--- config.mk ---
export PLATFORM = sky130hd
export DESIGN_NAME = stage_2
export DESIGN_NICKNAME = d
export VERILOG_FILES = /design/src/rtl/asp_pkg.sv /design/src/rtl/stage_2_fifo.sv /design/src/rtl/stage_2.sv
export SDC_FILE = /design/constraint.sdc
export NUM_CORES = 1
export LEC_CHECK = 0
export ABC_AREA = 1
export CORE_UTILIZATION = 48
export DETAILED_ROUTE_END_ITERATION = 10
export PLACE_DENSITY = 0.76
export SYNTH_ARGS = -nofsm -noshare
export SYNTH_HDL_FRONTEND = slang
export SYNTH_SLANG_ARGS = --single-unit
--- constraint.sdc ---
create_clock -name clk -period 7.2 [get_ports clk]
set_input_delay 1.8 -clock clk [delete_from_list [all_inputs] [get_ports clk]]
set_output_delay 1.8 -clock clk [all_outputs]
set_load 0.02 [all_outputs]
--- src/rtl/asp_pkg.sv ---
// Shared ASP datapath definitions: opcodes, counter width
// and the saturating-increment helper.
package asp_pkg;

  localparam logic [1:0] OP_NOP   = 2'b00;
  localparam logic [1:0] OP_STORE = 2'b01;
  localparam logic [1:0] OP_MATCH = 2'b10;
  localparam logic [1:0] OP_SEND  = 2'b11;

  localparam int CNT_W = 8;
  localparam logic [CNT_W-1:0] CNT_MAX = 8'hFF;

  function automatic logic [CNT_W-1:0] sat_inc(
    input logic [CNT_W-1:0] v
  );
    return (v == CNT_MAX) ? v : v + CNT_W'(1);
  endfunction

endpackage

--- src/rtl/stage_2_fifo.sv ---
// Outbound NDT FIFO: wrapping pointers, occupancy count,
// head word presented directly from storage (no bypass).
module stage_2_fifo #(
  parameter int width = 40,
  parameter int depth = 4
) (
  input  logic             clk,
  input  logic             reset,
  input  logic             push,
  input  logic [width-1:0] wdata,
  input  logic             ready,
  output logic [width-1:0] rdata,
  output logic             valid,
  output logic             full
);

  localparam int AW = $clog2(depth);
  localparam int CW = AW + 1;

  logic [width-1:0] mem [depth];
  logic [AW-1:0]    rd_ptr;
  logic [AW-1:0]    wr_ptr;
  logic [CW-1:0]    count;
  logic             pop;
  logic             do_push;

  assign valid   = count != '0;
  assign full    = count == CW'(depth);
  assign pop     = valid && ready;
  // a full FIFO still accepts when the head leaves this cycle
  assign do_push = push && (!full || pop);
  assign rdata   = mem[rd_ptr];

  always_ff @(posedge clk or posedge reset) begin
    if (reset) begin
      rd_ptr <= '0;
      wr_ptr <= '0;
      count  <= '0;
      for (int i = 0; i < depth; i++)
        mem[i] <= '0;
    end else begin
      if (do_push) begin
        mem[wr_ptr] <= wdata;
        wr_ptr      <= wr_ptr + AW'(1);
      end
      if (pop)
        rd_ptr <= rd_ptr + AW'(1);
      unique case ({do_push, pop})
        2'b10:   count <= count + CW'(1);
        2'b01:   count <= count - CW'(1);
        default: count <= count;
      endcase
    end
  end

endmodule

--- src/rtl/stage_2.sv ---
// ASP stage 2: parity check, tag match, outbound FIFO.
// STAGE_2_ERR_CNT_EN enables the error/overflow counters.
module stage_2
  import asp_pkg::*;
#(
  parameter int data_size  = 32,
  parameter int tag_size   = 8,
  parameter int fifo_depth = 4
) (
  input  logic                          clk,
  input  logic                          reset,
  input  logic [1:0]                    opcode_in,
  input  logic [data_size:0]            dpp_in,
  input  logic [data_size+tag_size-1:0] ndt_in,
  input  logic [tag_size-1:0]           local_tag,
  output logic [data_size-1:0]          data_out,
  output logic                          data_valid,
  output logic                          match_hit,
  output logic                          parity_err,
  output logic [CNT_W-1:0]              err_count,
  output logic [CNT_W-1:0]              ovf_count,
  output logic [data_size+tag_size-1:0] net_data,
  output logic                          net_valid,
  input  logic                          net_ready
);

  localparam int NW = data_size + tag_size;

  logic is_store;
  logic is_match;
  logic is_send;
  logic par_bad;
  logic tag_eq;
  logic st_ok;
  logic st_bad;
  logic mt_hit;
  logic pop;
  logic full;

  assign is_store = opcode_in == OP_STORE;
  assign is_match = opcode_in == OP_MATCH;
  assign is_send  = opcode_in == OP_SEND;
  // even parity: all data_size+1 bits must XOR to zero
  assign par_bad  = ^dpp_in;
  assign tag_eq   = ndt_in[NW-1 -: tag_size] == local_tag;
  assign st_ok    = is_store && !par_bad;
  assign st_bad   = is_store && par_bad;
  assign mt_hit   = is_match && tag_eq;
  assign pop      = net_valid && net_ready;

  always_ff @(posedge clk or posedge reset) begin
    if (reset) begin
      data_out   <= '0;
      data_valid <= 1'b0;
      match_hit  <= 1'b0;
      parity_err <= 1'b0;
    end else begin
      data_valid <= 1'b0;
      match_hit  <= 1'b0;
      unique case (1'b1)
        st_ok: begin
          data_out   <= dpp_in[data_size-1:0];
          data_valid <= 1'b1;
        end
        st_bad: parity_err <= 1'b1;
        mt_hit: begin
          data_out   <= ndt_in[data_size-1:0];
          data_valid <= 1'b1;
          match_hit  <= 1'b1;
        end
        default: ;
      endcase
    end
  end

`ifdef STAGE_2_ERR_CNT_EN
  logic drop;

  assign drop = is_send && full && !pop;

  always_ff @(posedge clk or posedge reset) begin
    if (reset) begin
      err_count <= '0;
      ovf_count <= '0;
    end else begin
      if (st_bad)
        err_count <= sat_inc(err_count);
      if (drop)
        ovf_count <= sat_inc(ovf_count);
    end
  end
`else
  assign err_count = '0;
  assign ovf_count = '0;
`endif

  stage_2_fifo #(
    .width (NW),
    .depth (fifo_depth)
  ) u_fifo (
    .clk   (clk),
    .reset (reset),
    .push  (is_send),
    .wdata (ndt_in),
    .ready (net_ready),
    .rdata (net_data),
    .valid (net_valid),
    .full  (full)
  );

endmodule

==> flow_metrics.env, run 1 <==
export IMPL_postCtsSetupBuffers=0
export IMPL_vias_per_cell=5.29
export IMPL_crit_slowest_cell="clkdlybuf4s50_1"
export IMPL_fp_row_count=52
export IMPL_gp_routability_congestion=0.835
export IMPL_grt_max_degree=83
export IMPL_yosysSeqAreaShare=0.501
export IMPL_crit_chain="inv_2 -> buf_4 -> o21ai_0 -> o22ai_1 -> clkdlybuf4s50_1"
export IMPL_drt_iter0_drc=401
export IMPL_start_kind="flop"
export IMPL_dp_cells=1556
export IMPL_fin_crit_sh=0.648
export IMPL_hold_path_class="flop to flop"
export IMPL_drtPass1Iterations=5
export IMPL_syn_area_sq_um=10100
export IMPL_finalNonFillerCells=1595
export IMPL_design_area_sq_um=12500
export IMPL_drc=0
export IMPL_cts_resized_gates=0
export IMPL_wirelength_um=25900
export IMPL_grt_pass1_vias=8166
export IMPL_clock_sinks=202
export IMPL_fill_cells=1801
export IMPL_worst_pin_slew_ps=1080
export IMPL_drv_cap=0
export IMPL_setup_ws_ps=2540
export IMPL_core_area_sq_um=20400
export IMPL_power_leakage_nw=5.37
export IMPL_area_growth_pct=23.9
export IMPL_die_w_um=147
export IMPL_vias=8441
export IMPL_cts_htree_levels=1
export IMPL_clock_latency_ps=490
export IMPL_ys_types=30
export IMPL_hold_buffers=0
export IMPL_clock_skew_ps=7.64
export IMPL_start_util=0.494
export IMPL_max_stage_delay_ps=670
export IMPL_crit_arrival_ps=2860
export IMPL_required_ps=5400
export IMPL_dieArea_sq_um=21600
export IMPL_die_h_um=147
export IMPL_globalRouteOverflowTotal=0
export IMPL_final_antenna_net_count=0
export IMPL_drive_gt1_frac=0.0642
export IMPL_setup_viol=0
export IMPL_utilization=0.612
export IMPL_period_minus_slack_ps=4660
export IMPL_status="completed"
export IMPL_grt_setup_unrepaired="false"
export IMPL_antenna_found_initial=0
export IMPL_critical_path_peak_fanout=52
export IMPL_ir_worst_vdd_mv=0.286
export IMPL_yosysWarningCount=0
export IMPL_max_clock_freq_mhz=214
export IMPL_syn_area_per_cell_sq_um=8.51
export IMPL_nets=1402
export IMPL_syn_inst=1185
export IMPL_ys_ff_latch=202
export IMPL_clockBufferDepth=3
export IMPL_tritoncts="yes"
export IMPL_grt_pass1_wl_um=42000
export IMPL_power_density_nw_per_um2=454
export IMPL_io_buffers=161
export IMPL_grt_usage=0.242
export IMPL_relSlewSlack=0.282
export IMPL_place_area_sq_um=11800
export IMPL_io_pins=178
export IMPL_final_max_slew_viol_count=0
export IMPL_post_drt_wl_per_cell_um=16.2
export IMPL_place_ws_ps=2520
export IMPL_path_clk_slew_ps=60
export IMPL_numCtsBuffers=22
export IMPL_final_setup_tns_ps=0
export IMPL_end_kind="output pin"
export IMPL_hold_viol=0
export IMPL_cts_root_buf="clkbuf_16"
export IMPL_crit_type="flop to output pin"
export IMPL_diodes=0
export IMPL_hpwl_um=17600
-- area by class of cell --
cell class | instances | area [sq um] | area share
well taps | 270 | 338 | 0.0270
inverters | 81 | 308 | 0.0246
clock buffers | 34 | 667 | 0.0534
multi-input cells | 828 | 4360 | 0.349
flip-flops and latches | 202 | 5060 | 0.405
repair buffers | 175 | 1720 | 0.137
clock inverters | 5 | 55.1 | 0.00440
-- logic make-up after synthesis --
logic type	count (synthesis)	share of synthesized area
other cells	1	0.000372
flops	202	0.501
fa+ha+maj	6	0.00819
mux	20	0.0223
buf+inv	170	0.0760
compound gates	298	0.188
simple gates	464	0.183
xor+xnor	24	0.0208
-- critical path: cells and delay by family, from the launching register on --
kind	cells	cell delay, ps
buffers and inverters	3	1550
DFF	1	400
AOI/OAI and AO/OA	2	410
-- Yosys cell counts --
master | instances | area, sq um
inv_1 | 74 | 278
o21ai_0 | 82 | 410
nand4_1 | 4 | 25.0
clkinv_1 | 2 | 7.51
nand3_4 | 1 | 17.5
ha_1 | 5 | 62.6
nor4_1 | 2 | 12.5
conb_1 | 1 | 3.75
or2_2 | 2 | 12.5
clkbuf_1 | 36 | 135
nand3_1 | 46 | 230
o22ai_1 | 40 | 250
nand2_4 | 1 | 11.3
a21oi_1 | 35 | 175
xor2_1 | 11 | 96.3
mux2_2 | 20 | 225
inv_2 | 5 | 18.8
dfrtp_1 | 202 | 5050
nand2_2 | 1 | 6.26
buf_4 | 18 | 135
nand3b_1 | 2 | 15.0
buf_1 | 1 | 3.75
o21a_1 | 140 | 1050
xnor2_1 | 13 | 114
buf_6 | 3 | 33.8
fa_1 | 1 | 20.0
buf_2 | 31 | 155
a21o_1 | 1 | 7.51
nand2_1 | 276 | 1040
nor2_1 | 129 | 484
-- path summary, 6_finish.rpt --
path,startpoint,slack (ps),cells past startpoint,to
max in group asynchronous,reset,4270,3,u_fifo.mem[47]
worst min-delay path,parity_err,470,1,parity_err
worst max-delay path,u_fifo.rd_ptr[0],2540,5,net_data[32]
worst min register to register,parity_err,470,1,parity_err
min in group asynchronous,reset,1690,2,u_fifo.mem[23]
worst max register to register,u_fifo.count[0],4380,6,u_fifo.mem[75]
-- routing by layer --
layer	vias up	share of wire	track usage
li1	4104	-	-
met5	-	0	0
met1	4065	0.45	0.344
met3	41	0.069	0.0404
met2	231	0.46	0.385
met4	0	0.023	0.0629
-- state kept, by name (all words and copies together) (netlist names) --
register / cells
u_fifo.mem: 160
data_out: 32
u_fifo.count: 3
u_fifo.rd_ptr: 2
u_fifo.wr_ptr: 2
data_valid: 1
match_hit: 1
parity_err: 1
-- where the power goes --
| part | total (mW) | switching (mW) | leakage (nW) | internal, mW |
|---|---|---|---|---|
| Clock | 1.11 | 0.439 | 0.349 | 0.672 |
| Sequential | 1.99 | 0.297 | 2.32 | 1.69 |
| Combinational | 2.57 | 1.38 | 2.70 | 1.20 |
| Total | 5.68 | 2.11 | 5.37 | 3.56 |
-- placed cells by master, fill, tap and decap left out --
cell and instances:
inv_1 73, dfrtp_2 1, o21ai_0 82, or2_2 2, nand2_4 1, mux2_2 20
clkbuf_8 5, nor2_1 125, o22ai_1 40, nand3b_1 2, inv_2 6, dfrtp_1 201
buf_4 14, fa_1 1, nand2_1 276, conb_1 16, a21oi_1 35, nand4_1 4
a21o_1 1, xor2_1 11, nor4_1 1, nor4_2 1, nand3_1 46, clkinv_2 2
clkinv_1 1, clkinvlp_4 3, bufinv_16 1, ha_1 5, nand3_4 1, clkbuf_1 6
xnor2_1 13, clkbuf_16 23, nand2_2 1, clkdlybuf4s50_1 161, nor2_4 4, o21a_1 140
-- per-stage QoR --
stage | hold WS [ps] | total power [mW]
global route | 493 | 6.03
global placement | 443 | 4.51
floorplan | 459 | 3.56
finish | 468 | 5.68
detailed placement | 451 | 4.59
CTS | 469 | 5.72
(Power assumes the default switching activity.)
==> inputs of run 2 (changes only) <==
Clock period 7.2 ns to 3.89 ns, I/O delays scaled along.
==> flow_metrics.env, run 2 (synthesis gave the netlist of run 1 again) <==
export IMPL_status="completed"
export IMPL_clock_skew_ps=12.5
export IMPL_drtPass1Iterations=5
export IMPL_max_clock_freq_mhz=270
export IMPL_io_pins=178
export IMPL_largest_register_ffs=160
export IMPL_power_leakage_nw=5.44
export IMPL_die_w_um=147
export IMPL_top_regs="u_fifo.mem: 160 flops, data_out: 32 flops, u_fifo.count: 3 flops"
export IMPL_final_max_slew_viol_count=0
export IMPL_min_path_cells=1
export IMPL_end_kind="output pin"
export IMPL_final_setup_tns_ps=0
export IMPL_ir_worst_vdd_mv=0.368
export IMPL_start_kind="flop"
export IMPL_max_stage_delay_ps=670
export IMPL_regMostFlops="u_fifo.mem"
export IMPL_required_ps=2920
export IMPL_crit_slowest_cell="clkdlybuf4s50_1"
export IMPL_nets=1410
export IMPL_grt_max_degree=88
export IMPL_hold_buffers=0
export IMPL_tritoncts="yes"
export IMPL_final_cell_mix="276 x nand2_1, 201 x dfrtp_1, 161 x clkdlybuf4s50_1, 140 x o21a_1, 125 x nor2_1"
export IMPL_grt_pass1_vias=8436
export IMPL_vias_per_cell=5.36
export IMPL_crit_family="buffers and inverters"
export IMPL_path_buf_inv=3
export IMPL_fp_row_count=52
export IMPL_clock_sinks=202
export IMPL_crit_type="flop to output pin"
export IMPL_numCtsBuffers=21
export IMPL_fin_crit_sh=0.952
export IMPL_drt_iter0_drc=468
export IMPL_place_area_sq_um=11900
export IMPL_route_met2_wl_um=12400
export IMPL_drive_gt1_frac=0.0707
export IMPL_grt_usage=0.251
export IMPL_crit_arrival_ps=2730
export IMPL_hold_path_class="flop to flop"
export IMPL_crit_start="u_fifo.rd_ptr[1]"
export IMPL_area_growth_pct=25.2
export IMPL_relSlewSlack=0.527
export IMPL_total_power_mw=10.7
export IMPL_postCtsSetupBuffers=0
export IMPL_r2r_start="u_fifo.count[0]"
export IMPL_clock_latency_ps=490
export IMPL_reg2reg_slack_ps=1450
export IMPL_wirelength_um=26500
export IMPL_layout_commonest_cell="nand2_1"
export IMPL_globalRouteOverflowTotal=0
export IMPL_gp_routability_congestion=0.841
export IMPL_cts_resized_gates=0
export IMPL_r2r_cells=9
export IMPL_cts_htree_levels=1
export IMPL_vias=8579
export IMPL_crit_chain="inv_1 -> buf_4 -> o21ai_0 -> o22ai_1 -> clkdlybuf4s50_1"
export IMPL_setup_viol=0
export IMPL_io_buffers=161
export IMPL_design_area_sq_um=12600
export IMPL_final_antenna_net_count=0
export IMPL_drt_met1_wl_um=11800
export IMPL_diodes=0
export IMPL_dieArea_sq_um=21600
export IMPL_path_clk_slew_ps=60
export IMPL_drv_cap=0
export IMPL_top_layer="met4"
export IMPL_rr_endpoint="u_fifo.count[2]"
export IMPL_period_minus_slack_ps=3700
export IMPL_power_density_nw_per_um2=848
export IMPL_grt_pass1_wl_um=43400
export IMPL_worst_pin_slew_ps=709
export IMPL_start_util=0.494
export IMPL_clockBufferDepth=3
export IMPL_core_area_sq_um=20400
export IMPL_die_h_um=147
export IMPL_hold_viol=0
export IMPL_antenna_found_initial=0
export IMPL_holdPathEnd="u_fifo.mem[111]"
export IMPL_post_drt_wl_per_cell_um=16.6
export IMPL_grt_setup_unrepaired="false"
export IMPL_critical_path_peak_fanout=25
export IMPL_hp_start="u_fifo.mem[111]"
export IMPL_hpwl_um=17800
export IMPL_routed_wl_met3_um=1810
export IMPL_cts_root_buf="clkbuf_16"
export IMPL_drc=0
==> run 2: changes by cell type in the layout (fill, tap and decap cells not counted), sizes merged <==
cell and change:
clkinv +2, bufinv +3, buf +9, clkinvlp -1, clkbuf -8
==> run 2: worst max path at each step <==
| stage | slack (ps) | cells after the start | endpoint |
|---|---|---|---|
| floorplan | 300 | 1 | data_out[0] |
| global placement | 510 | 14 | data_out[8] |
| detailed placement | 460 | 17 | data_out[28] |
| CTS | 210 | 5 | net_data[10] |
| global route | 90 | 5 | net_data[16] |
| finish | 190 | 5 | net_data[10] |
==> run 2: cell type report <==
type / instances / area [sq um]
Clock buffer: 26 / 574
Clock inverter: 9 / 148
Fill cell: 1709 / 7800
Inverter: 81 / 308
Multi-Input combinational cell: 828 / 4360
Sequential cell: 202 / 5060
Tap cell: 270 / 338
Timing Repair Buffer: 184 / 1850
==> run 2: metal layers <==
metal / GRT usage / vias to the layer above
met4: 0.0665 / 0
met3: 0.0497 / 37
met2: 0.397 / 259
li1: - / 4113
met5: 0 / -
met1: 0.354 / 4170
==> run 2: power breakdown <==
group | total [mW] | switching [mW] | internal [mW] | leakage (nW)
clock network | 2.12 | 0.811 | 1.31 | 0.355
registers | 3.74 | 0.608 | 3.13 | 2.32
logic | 4.85 | 2.57 | 2.27 | 2.77
total | 10.7 | 3.99 | 6.72 | 5.44
==> run 2: per-stage QoR <==
step,std cells,util,hold WS (ps),setup WS [ps]
6_report,1600,0.618,483,187
2_1_floorplan,1200,-,459,301
5_1_grt,1600,0.618,493,93.0
3_3_place_gp,1565,0.583,467,510
3_5_place_dp,1565,0.583,467,465
4_1_cts,1600,0.618,488,206
